<file path="config.mk">
export PLATFORM = sky130hd
export DESIGN_NAME = sram_access_ctrl
export DESIGN_NICKNAME = d
export VERILOG_FILES = /design/src/rtl/sram_access_ctrl.sv
export SDC_FILE = /design/constraint.sdc
export NUM_CORES = 1
export LEC_CHECK = 0
export ABC_AREA = 1
export CAP_MARGIN = 20
export CORE_MARGIN = 5
export CORE_UTILIZATION = 43
export CTS_CLUSTER_SIZE = 16
export DETAILED_ROUTE_END_ITERATION = 16
export PLACE_DENSITY = 0.85
export SYNTH_ARGS = -nofsm -noshare
export SYNTH_HDL_FRONTEND = slang
export SYNTH_SLANG_ARGS = --single-unit
</file>
<file path="constraint.sdc">
create_clock -name Clk -period 4.1 [get_ports Clk]
set_clock_uncertainty 0.1 [all_clocks]
set_input_delay 0.615 -clock Clk [delete_from_list [all_inputs] [get_ports Clk]]
set_output_delay 0.615 -clock Clk [all_outputs]
set_load 0.05 [all_outputs]
</file>
<file path="src/rtl/sram_access_ctrl.sv">
// Single-word SRAM access sequencer: turns client requests into active-low CE/UB/LB/OE/WE strobes.
// Optional macro SRAM_WRITE_TURNAROUND_EN adds one idle TURN cycle after every write.
module sram_access_ctrl #(
  parameter int WAIT_CYCLES = 1
) (
  input  logic        Clk,
  input  logic        Reset,
  input  logic        req,
  input  logic        req_we,
  input  logic [19:0] req_addr,
  input  logic [15:0] req_wdata,
  input  logic [1:0]  req_be,
  output logic        busy,
  output logic        ack,
  output logic [15:0] rd_data,
  output logic        rd_valid,
  output logic [19:0] ADDR,
  output logic        CE,
  output logic        UB,
  output logic        LB,
  output logic        OE,
  output logic        WE,
  output logic [15:0] Data_to_SRAM,
  output logic        sram_drive,
  input  logic [15:0] Data_from_SRAM
);

  localparam logic [3:0] LP_LOAD = 4'(WAIT_CYCLES - 1);

  typedef enum logic [2:0] {
    S_IDLE,
    S_SETUP,
    S_ACCESS,
`ifdef SRAM_WRITE_TURNAROUND_EN
    S_DONE,
    S_TURN
`else
    S_DONE
`endif
  } state_t;

  state_t      r_state;
  state_t      w_nextState;
  logic        r_we;
  logic [19:0] r_addr;
  logic [15:0] r_wdata;
  logic [1:0]  r_be;
  logic [3:0]  r_count;
  logic [15:0] r_rdData;
  logic [15:0] w_mask;
  logic        w_lastAccess;

  assign w_mask       = {{8{r_be[1]}}, {8{r_be[0]}}};
  assign w_lastAccess = (r_state == S_ACCESS) && (r_count == 4'd0);
  assign ADDR         = r_addr;
  assign Data_to_SRAM = r_wdata;
  assign rd_data      = r_rdData;

  always_ff @(posedge Clk) begin
    if (Reset) begin
      r_state <= S_IDLE;
    end else begin
      r_state <= w_nextState;
    end
  end

  // Request capture, strobe-width counter and masked read-data register.
  always_ff @(posedge Clk) begin
    if (Reset) begin
      r_we     <= 1'b0;
      r_addr   <= 20'h00000;
      r_wdata  <= 16'h0000;
      r_be     <= 2'b00;
      r_count  <= 4'd0;
      r_rdData <= 16'h0000;
    end else begin
      if ((r_state == S_IDLE) && req) begin
        r_we    <= req_we;
        r_addr  <= req_addr;
        r_wdata <= req_wdata;
        r_be    <= req_be;
      end
      if (r_state == S_SETUP) begin
        r_count <= LP_LOAD;
      end else if ((r_state == S_ACCESS) && (r_count != 4'd0)) begin
        r_count <= r_count - 4'd1;
      end
      if (w_lastAccess && !r_we) begin
        r_rdData <= Data_from_SRAM & w_mask;
      end
    end
  end

  // OE and WE are decoded from the same captured direction bit, so they can never be low together.
  always_comb begin
    w_nextState = r_state;
    busy        = 1'b0;
    ack         = 1'b0;
    rd_valid    = 1'b0;
    CE          = 1'b1;
    UB          = 1'b1;
    LB          = 1'b1;
    OE          = 1'b1;
    WE          = 1'b1;
    sram_drive  = 1'b0;
    case (r_state)
      S_IDLE: begin
        if (req) w_nextState = S_SETUP;
      end
      S_SETUP: begin
        busy        = 1'b1;
        CE          = 1'b0;
        UB          = ~r_be[1];
        LB          = ~r_be[0];
        sram_drive  = r_we;
        w_nextState = S_ACCESS;
      end
      S_ACCESS: begin
        busy       = 1'b1;
        CE         = 1'b0;
        UB         = ~r_be[1];
        LB         = ~r_be[0];
        OE         = r_we;
        WE         = ~r_we;
        sram_drive = r_we;
        if (r_count == 4'd0) w_nextState = S_DONE;
      end
      S_DONE: begin
        busy       = 1'b1;
        CE         = 1'b0;
        UB         = ~r_be[1];
        LB         = ~r_be[0];
        sram_drive = r_we;
        ack        = 1'b1;
        rd_valid   = ~r_we;
`ifdef SRAM_WRITE_TURNAROUND_EN
        w_nextState = r_we ? S_TURN : S_IDLE;
`else
        w_nextState = S_IDLE;
`endif
      end
`ifdef SRAM_WRITE_TURNAROUND_EN
      S_TURN: begin
        busy        = 1'b1;
        w_nextState = S_IDLE;
      end
`endif
      default: begin
        w_nextState = S_IDLE;
      end
    endcase
  end

endmodule

</file>
==> reports/results.txt <==
post-cts repair resize count -> 0
crit end category -> output port
status -> complete, no violations
flops & latches, synth -> 61
final WL -> 6650 um
Reg-to-Reg Start -> r_state[0]$_SDFFE_PP0P_
TritonRoute pass-1 iters -> 4
RSZ-0062 raised after global routing -> false
DR DRC count -> 0
wire length per cell -> 12.6 um
Detail Route Antenna Nets -> 0
Setup TNS -> 0 ns
ANT cells -> 0
Yosys top cell area share -> 50.1%
Max Slew Vio Count -> 0
first-pass GRT wire length -> 10800 um
final core utilization -> 70.2%
post-CTS setup buffers -> 0
final hold violations -> 0
number of H-tree levels -> 3
synth top area cells -> dfxtp_1, nor2_1, nand2_1
RD Place Congestion -> 0.812
fin crit period -> 2.85 ns
synth unique cells -> 20
CTS Buf Count -> 9
clock transition at the registers of the reported paths -> 0.07 ns
slowest library cell on the worst path -> clkdlybuf4s50_1
actual slew at the worst max-slew pin -> 0.653 ns
Die Footprint -> 0.00727 mm^2
leading area contributor after synthesis -> dfxtp_1
Overflow after GRT -> 0
top cells by count, synth -> nor2_1, dfxtp_1, nand2_1
Die W -> 85.3 um
CTS tree -> yes
drt via density -> 4.68
CP Launch Type -> register
Peak VDD IR -> 0.449 mV
row cnt -> 27
cell area after layout -> 0.00387 mm^2
slowest stage delay, CP -> 0.81 ns
CTS Sinks -> 61
layout cells sized above 1 -> 4.81%
syn_nets -> 403
max-cap violations -> 0
most frequent cell after synthesis -> nor2_1
# IOs -> 119
CTS Buffer Depth -> 2
Hold Buf Count CTS -> 0
Starting Density -> 44.2%
clock root buffer -> clkbuf_8
area grow syn2layout -> 58.8%
final hold slack -> 0.379 ns
vias -> 2476
vias in the first global route -> 2341
crit share post-route -> 69.5%
PwrDens -> 782 mW/mm^2
sequential share of the synthesized area -> 50.1%
area post-placement -> 0.00365 mm^2
Nets -> 517
Data required, critical path -> 3.38 ns
Hold Path Class -> reg2reg
Leak Pwr -> 1.58 nW
Worst EP arrival -> 2.14 ns
Primary FF master, synth -> dfxtp_1
worst skew pair latency -> 0.33 ns
IO Port Bufs -> 118
WS Path Type -> reg2out
hold wc startpoint -> rd_data[10]$_SDFFE_PP0P_
Crit Path Max Fanout -> 7
synth warn -> 0
pin count of the biggest net entering global routing -> 43
Post-synth EDFFs -> 0
crit-path cells -> inv_1 -> ha_1 -> inv_2 -> nor2_2 -> inv_2 -> clkdlybuf4s50_1
Slew HR -> 56.4%
cell count after synthesis -> 338
initial antenna violation count -> 0
Fmax -> 351 MHz
core area -> 0.00551 mm^2
Initial DRC Count -> 106
syn avg cell area -> 7.21 um^2
CP most frequent cell -> inv_2
Post-synth ARST share -> 0%
final setup violation count -> 0
total global-route track usage -> 18.5%
die extent in y -> 85.3 um
HPWL Detailed -> 4830 um
Setup crit start -> r_state[0]$_SDFFE_PP0P_
cell area after synthesis -> 0.00244 mm^2
[stage by stage]
step	total power [mW]	setup slack [ns]	std cells
after detailed placement	2.52	1.59	512
after CTS	3.05	1.23	528
after floorplan	2.01	1.60	338
after global routing	3.22	1.16	529
final	3.02	1.25	529
after global placement	2.48	1.59	511
[sequential cells by signal, summed over array words and instances (netlist names)]
name          flops
ADDR             20
Data_to_SRAM     16
rd_data          16
r_count           4
r_be              2
r_state           2
r_we              1
[layout make-up]
cell class	instances	area (um^2)
repair buffers	122	1250
flip-flops and latches	61	1220
well taps	72	90.1
fillers	441	1640
clock inverters	4	47.5
inverters	15	56.3
clock buffers	12	145
multi-input cells	243	1060
[routing by layer]
metal / track usage, % / vias to the layer above / share of wire, %
met5: 0 / - / 0
met4: 7.91 / 0 / 1.9
met3: 8.64 / 14 / 11
met2: 30.0 / 103 / 46
met1: 20.9 / 1085 / 42
li1: - / 1274 / -
[cells by family after synthesis]
logic type / Yosys count / share of synthesized area (%)
simple gates: 190 / 30.1
flops: 61 / 50.1
compound gates: 46 / 9.60
buf+inv: 34 / 6.52
fa+ha+maj: 7 / 3.60
[worst paths after layout]
path,to,slack (ns),depth (start not counted)
worst max-delay path,OE,1.25,6
worst min-delay path,rd_data[10]$_SDFFE_PP0P_,0.38,2
worst max register to register,rd_data[11]$_SDFFE_PP0P_,2.13,9
worst min register to register,rd_data[10]$_SDFFE_PP0P_,0.38,2
[layout by cell type, fill, tap and decap left out, types with 2 or more instances in the layout]
| cell type | count |
|---|---|
| inv_2 | 2 |
| a21oi_1 | 3 |
| clkdlybuf4s50_1 | 118 |
| o21ai_0 | 41 |
| clkinv_2 | 2 |
| ha_1 | 7 |
| nand2_1 | 60 |
| buf_4 | 2 |
| dfxtp_1 | 61 |
| nand3_1 | 2 |
| inv_1 | 13 |
| clkbuf_1 | 2 |
| nand4_1 | 2 |
| nor2_1 | 123 |
| buf_16 | 2 |
| clkbuf_8 | 10 |
[power breakdown]
| part | internal (mW) | total, mW | switching (mW) |
|---|---|---|---|
| sequential | 0.768 | 0.877 | 0.109 |
| clock | 0.296 | 0.517 | 0.221 |
| combinational | 0.548 | 1.63 | 1.08 |
[worst max-delay path, delay by kind of cell, from the launching register on]
kind	cells	cell delay (ns)
DFF	1	0.41
buffers and inverters	4	1.07
adders and majority gates	1	0.29
and+or+nand+nor	1	0.03
(Power assumes the default switching activity.)
